**src/rtl/catch_pkg.sv**
```systemverilog
// Shared widths, divider length and FSM state type for the glove tracker.
package catch_pkg;
  localparam int HC_W      = 11;
  localparam int VC_W      = 10;
  localparam int CNT_W     = 20;
  localparam int SUM_W     = 30;
  localparam int DIV_ITERS = 30;
  localparam int ITER_W    = $clog2(DIV_ITERS);

  typedef enum logic [1:0] {IDLE, DIV_X, DIV_Y, DONE} loc_state_e;
endpackage

```
**src/rtl/seq_divider.sv**
```systemverilog
// Restoring radix-2 divider, one quotient bit per cycle.
// 'start' loads operands (and restarts a running division). 'done' is
// high during the final iteration cycle, with 'quotient' presenting the
// finished result combinationally, so a follow-on division can be
// started in the same cycle without a bubble.
module seq_divider
  import catch_pkg::*;
#(
  parameter int Q_W = HC_W
) (
  input  logic             clk,
  input  logic             rst_n,
  input  logic             start,
  input  logic [SUM_W-1:0] dividend,
  input  logic [CNT_W-1:0] divisor,
  output logic             done,
  output logic [Q_W-1:0]   quotient
);
  localparam logic [ITER_W-1:0] LAST = ITER_W'(DIV_ITERS - 1);

  logic [SUM_W-1:0]  dvd_q, dvd_d;   // dividend shifts out, quotient shifts in
  logic [CNT_W-1:0]  dsr_q;
  logic [CNT_W-1:0]  rem_q, rem_d;
  logic [ITER_W-1:0] iter_q;
  logic              run_q;
  logic [CNT_W:0]    rem_sh;
  logic              ge;

  // One restoring step. The remainder stays below the divisor, so the
  // subtraction can be done modulo 2^CNT_W.
  always_comb begin
    rem_sh = {rem_q, dvd_q[SUM_W-1]};
    ge     = (rem_sh >= {1'b0, dsr_q});
    rem_d  = ge ? (rem_sh[CNT_W-1:0] - dsr_q) : rem_sh[CNT_W-1:0];
    dvd_d  = {dvd_q[SUM_W-2:0], ge};
  end

  assign done     = run_q && (iter_q == LAST);
  assign quotient = dvd_d[Q_W-1:0];

  // Operand load on start, otherwise iterate until the last step.
  always_ff @(posedge clk or negedge rst_n) begin
    if (!rst_n) begin
      dvd_q  <= '0;
      dsr_q  <= '0;
      rem_q  <= '0;
      iter_q <= '0;
      run_q  <= 1'b0;
    end else if (start) begin
      dvd_q  <= dividend;
      dsr_q  <= divisor;
      rem_q  <= '0;
      iter_q <= '0;
      run_q  <= 1'b1;
    end else if (run_q) begin
      dvd_q  <= dvd_d;
      rem_q  <= rem_d;
      iter_q <= iter_q + 1'b1;
      if (iter_q == LAST) run_q <= 1'b0;
    end
  end
endmodule

```
**src/rtl/glove_locator.sv**
```systemverilog
// Glove tracker: colour-window match on the pixel stream, per-frame
// area/coordinate sums, and a centroid computed at each frame end by a
// single shared sequential divider (X then Y).
module glove_locator
  import catch_pkg::*;
#(
  parameter logic [7:0] R_MIN       = 8'hC0,
  parameter logic [7:0] G_MAX       = 8'h40,
  parameter logic [7:0] B_MAX       = 8'h40,
  parameter int         MIN_PIXELS  = 64,
  parameter int         CLOSED_AREA = 2048
) (
  input  logic            vclock,
  input  logic            reset_n,
  input  logic [HC_W-1:0] hcount,
  input  logic [VC_W-1:0] vcount,
  input  logic            vsync,
  input  logic            blank,
  input  logic [23:0]     pixel,
  output logic [HC_W-1:0] glove_x,
  output logic [VC_W-1:0] glove_y,
  output logic            glove_found,
  output logic            glove_closed,
  output logic            coord_valid,
  output logic            busy,
  output logic            overrun
);
  localparam logic [CNT_W-1:0] MIN_C    = CNT_W'(MIN_PIXELS);
  localparam logic [CNT_W-1:0] CLOSED_C = CNT_W'(CLOSED_AREA);

  logic             vsync_q;
  logic [CNT_W-1:0] cnt_q, snap_cnt_q;
  logic [SUM_W-1:0] sx_q, sy_q, snap_sy_q;
  loc_state_e       state_q;
  logic [HC_W-1:0]  qx_q, gx_q;
  logic [VC_W-1:0]  gy_q;
  logic             found_q, closed_q, valid_q, overrun_q;

  logic             match, frame_end, found_now;
  logic             div_start, div_done;
  logic [SUM_W-1:0] div_dvd;
  logic [CNT_W-1:0] div_dsr;
  logic [HC_W-1:0]  div_q;

  assign match     = !blank && (pixel[23:16] >= R_MIN) &&
                     (pixel[15:8] <= G_MAX) && (pixel[7:0] <= B_MAX);
  assign frame_end = vsync_q && !vsync;
  assign found_now = (cnt_q >= MIN_C);

  // Divider feed: X starts straight from the live accumulators at the
  // frame end; Y starts from the snapshot as X finishes.
  always_comb begin
    div_start = 1'b0;
    div_dvd   = sx_q;
    div_dsr   = cnt_q;
    if (frame_end) begin
      div_start = found_now;
    end else if (state_q == DIV_X && div_done) begin
      div_start = 1'b1;
      div_dvd   = snap_sy_q;
      div_dsr   = snap_cnt_q;
    end
  end

  // Per-frame accumulation; a match in the frame-end cycle seeds the new frame.
  always_ff @(posedge vclock or negedge reset_n) begin
    if (!reset_n) begin
      vsync_q <= 1'b0;
      cnt_q   <= '0;
      sx_q    <= '0;
      sy_q    <= '0;
    end else begin
      vsync_q <= vsync;
      if (frame_end) begin
        cnt_q <= match ? CNT_W'(1) : '0;
        sx_q  <= match ? SUM_W'(hcount) : '0;
        sy_q  <= match ? SUM_W'(vcount) : '0;
      end else if (match) begin
        cnt_q <= cnt_q + 1'b1;
        sx_q  <= sx_q + SUM_W'(hcount);
        sy_q  <= sy_q + SUM_W'(vcount);
      end
    end
  end

  // Control FSM with registered outputs. A frame end overrides any state.
  always_ff @(posedge vclock or negedge reset_n) begin
    if (!reset_n) begin
      state_q    <= IDLE;
      snap_cnt_q <= '0;
      snap_sy_q  <= '0;
      qx_q       <= '0;
      gx_q       <= '0;
      gy_q       <= '0;
      found_q    <= 1'b0;
      closed_q   <= 1'b0;
      valid_q    <= 1'b0;
      overrun_q  <= 1'b0;
    end else begin
      valid_q <= 1'b0;
      if (frame_end) begin
        if (state_q != IDLE) overrun_q <= 1'b1;
        snap_cnt_q <= cnt_q;
        snap_sy_q  <= sy_q;
        if (found_now) begin
          state_q <= DIV_X;
        end else begin
          state_q  <= DONE;
          found_q  <= 1'b0;
          closed_q <= 1'b0;
          valid_q  <= 1'b1;
        end
      end else begin
        case (state_q)
          DIV_X: if (div_done) begin
            qx_q    <= div_q;
            state_q <= DIV_Y;
          end
          DIV_Y: if (div_done) begin
            gx_q     <= qx_q;
            gy_q     <= div_q[VC_W-1:0];
            found_q  <= 1'b1;
            closed_q <= (snap_cnt_q < CLOSED_C);
            valid_q  <= 1'b1;
            state_q  <= DONE;
          end
          DONE:    state_q <= IDLE;
          default: ;
        endcase
      end
    end
  end

  seq_divider #(.Q_W(HC_W)) u_div (
    .clk      (vclock),
    .rst_n    (reset_n),
    .start    (div_start),
    .dividend (div_dvd),
    .divisor  (div_dsr),
    .done     (div_done),
    .quotient (div_q)
  );

  assign glove_x      = gx_q;
  assign glove_y      = gy_q;
  assign glove_found  = found_q;
  assign glove_closed = closed_q;
  assign coord_valid  = valid_q;
  assign busy         = (state_q != IDLE);
  assign overrun      = overrun_q;
endmodule

```
**config.mk**
```make
export PLATFORM = sky130hd
export DESIGN_NAME = glove_locator
export DESIGN_NICKNAME = d
export VERILOG_FILES = /design/src/rtl/catch_pkg.sv /design/src/rtl/seq_divider.sv /design/src/rtl/glove_locator.sv
export SDC_FILE = /design/constraint.sdc
export NUM_CORES = 1
export LEC_CHECK = 0
export BUFFER_PORTS_ARGS = -buffer_cell sky130_fd_sc_hd__buf_2
export CAP_MARGIN = 0
export CELL_PAD_IN_SITES_DETAIL_PLACEMENT = 0
export CELL_PAD_IN_SITES_GLOBAL_PLACEMENT = 1
export CORE_UTILIZATION = 52
export CTS_CLUSTER_DIAMETER = 100
export DETAILED_ROUTE_END_ITERATION = 12
export HOLD_SLACK_MARGIN = 0.15
export PLACE_DENSITY = 0.95
export SYNTH_ARGS = -nofsm -noshare
export SYNTH_HDL_FRONTEND = slang
export SYNTH_SLANG_ARGS = --single-unit
```
**constraint.sdc**
```tcl
create_clock -name vclock -period 4.7 [get_ports vclock]
set_input_delay 0.705 -clock vclock [delete_from_list [all_inputs] [get_ports vclock]]
set_output_delay 0.705 -clock vclock [all_outputs]
set_load 0.02 [all_outputs]
```
==> flow_summary.yaml <==
sta:
  setup_viol_count_final: 0
  fin_crit_sh_pct: 72.5
  finalHoldViolations: 0
  drv_slew: 0
  worstMarginPinSlew_ps: 1220
  setup_tns_ps: 0
  fin_worst_skew_ps: 17.5
  fmax_ghz: 0.293
  slew_headroom_pct: 18.4
  finalCriticalPeriod_ps: 3410
  rsz0062_at_grt: "false"
job:
  cap_violations: 0
layout:
  final_cell_mix: "dfrtp_1, nand2_1, nor2_1, a21oi_1, o21ai_0"
  final_util_pct: 58.9
  syn2layout_area_growth_pct: 11.4
  layout.nets: 1534
  n_antenna_cell: 0
  final_common_cell: "dfrtp_1"
  fill_cells: 2144
  drive_gt1_share_pct: 12.6
floorplan:
  num_rows: 58
  io_pins: 75
  initial_core_util_pct: 52.8
  dieArea_mm2: 0.0262
  die_h_um: 162
  core_area_mm2: 0.0251
  die_w_um: 162
yosys:
  mappedNetlistArea_mm2: 0.0133
  synth.top_cell.area_share_pct: 46.2
  async_flop_share_pct: 100
  synth.distinct_cells: 69
  syn_area_per_cell_um2: 9.48
  ys_seq_area_share_pct: 46.2
  syn_nets: 1501
  yosys.area.top_type: "dfrtp_1"
  ys.warnings.count: 0
  synthTopCellsByArea: "dfrtp_1, nand2_1, mux2i_1"
  synth-seq-cells: 245
  synth_edf_count: 0
  syn_inst: 1399
  ys.flop_type: "dfrtp_1"
pwr:
  internal-power_w: 0.00439
  pwr-share-clk_pct: 33.9
  power_density_mw_per_mm2: 431
  p_sw_share_pct: 31.0
  p_switching_w: 0.00198
  p_seq_share_pct: 38.2
  peakVddDrop_v: 0.000334
  p_leak_nw: 7.30
  power_frac_comb_pct: 27.9
setup_path:
  worstPathRequired_ps: 5090
  crit_type: "reg -> reg"
  start_kind: "register"
  endpoint_kind: "register"
  regToRegSetupSlack_ps: 1290
  path_max_fanout: 4
  arrival_ps: 3790
global_routing:
  grt_pass1_wl_mm: 48.4
  antenna_found_initial: 0
  grtUsageTotal_pct: 22.5
  grt_pass1_vias: 10019
  grt_max_degree: 107
  overflow: 0
clock_network:
  cts_resized: 0
  worstSkewPairLatency_ps: 530
  hold_buffers: 0
  cts-buffers-inserted: 25
  htreeDepth: 1
  root_buffer: "clkbuf_16"
  cts_sinks: 245
  clockBufferDepth: 3
  clkTransAtPathRegs_ps: 60
  post_cts_buffers: 0
  cts_tree: "yes"
route:
  num_vias: 10141
  via_per_inst: 5.69
  antenna_left: 0
  drt_iter0_drc: 746
  routedWlPerCell_um: 16.1
  drc: 0
  first_pass_iters: 5
  routed_wl_mm: 28.7
place:
  hpwl_mm: 18.8
  portBuffers: 68
  gp_congestion: 0.824
outcome:
  status: "completed"
hold_path:
  min_path_type: "in -> async"
==> worst paths after layout <==
kind                                    to             from  depth (start not counted)
setup / recovery           u_div.rem_q[16]  u_div.dvd_q[29]                         11
hold / removal                    sx_q[14]          reset_n                          1
setup reg to reg           u_div.rem_q[16]  u_div.dvd_q[29]                         11
hold reg to reg                    overrun          overrun                          1
max in group asynchronous  u_div.dvd_q[29]          reset_n                          2
min in group vclock                vsync_q            vsync                          1
==> registers in the layout, indices dropped and copies added (netlist names) <==
register and flops:
qx_q 11, glove_x 11, sx_q 30, state_q 2
glove_closed 1, u_div.dvd_q 30, vsync_q 1, u_div.iter_q 5
u_div.run_q 1, coord_valid 1, cnt_q 20, snap_sy_q 30
u_div.rem_q 20, glove_found 1, overrun 1, sy_q 30
snap_cnt_q 20, u_div.dsr_q 20, glove_y 10
==> power by group through the flow <==
stage	Combinational [W]	Sequential, W	Clock, W
4_1_cts	0.00177	0.00243	0.00220
6_report	0.00178	0.00244	0.00216
3_5_place_dp	0.00176	0.00247	0
3_3_place_gp	0.00172	0.00246	0
2_1_floorplan	0.00139	0.00243	0
5_1_grt	0.00199	0.00246	0.00228
==> worst max-delay path: stages, from the launching register on <==
cell and delay, ps:
dfrtp_1 320, inv_1 90, ha_1 220, fa_1 420, nor2b_1 120, o21ai_0 90
o21ai_0 510, a31oi_1 250, o31ai_1 520, mux2i_1 130, a2111oi_0 500, o21bai_1 100
==> routing by layer <==
layer	wire length, um	up-vias	global-route usage, %
li1	-	4980	-
met1	13400	4943	30.4
met2	14000	181	38.3
met3	877	37	2.78
met4	510	0	5.70
met5	0	-	0
==> metrics by stage <==
stage	setup slack, ps	hold WS (ps)	total power, W	instances	cell area [um2]
after global placement	1270	452	0.00419	1735	13900
after floorplan	1780	409	0.00382	1399	13300
after global routing	989	217	0.00673	1781	14800
after CTS	1290	189	0.00640	1781	14800
final	1290	175	0.00637	1781	14800
after detailed placement	1260	447	0.00423	1735	13900
==> final cells by class <==
class	count	area, um2	share of cell area (%)
clock inverters	12	191	1.29
clock buffers	34	709	4.80
repair buffers	80	453	3.06
multi-input cells	1045	6760	45.7
flip-flops and latches	245	6130	41.5
well taps	330	413	2.79
inverters	35	131	0.888
==> cell families after synthesis <==
kind of cell,count (synthesis),share of synthesized area (%)
adders and majority gates,53,5.17
DFF,245,46.2
AOI/OAI and AO/OA,293,14.0
muxes,102,8.01
and+or+nand+nor,520,18.5
buffers and inverters,109,3.10
xor gates and xnor gates,77,5.08
==> synthesized netlist by cell type, types with 12 or more instances <==
library cell  count
nor2_1           97
a211oi_1         45
nand4_1          22
nor3_1           21
dfrtp_1         245
nor2b_1          33
mux2i_1          69
clkbuf_1         60
nand3_1          44
xnor2_1          36
buf_1            12
mux2_2           33
nand2_1         232
a21oi_1          84
xor2_1           41
inv_1            34
ha_1             50
or3_1            13
o21ai_0          83
a21o_1           24
No activity file was read; power rests on OpenSTA's default activity.
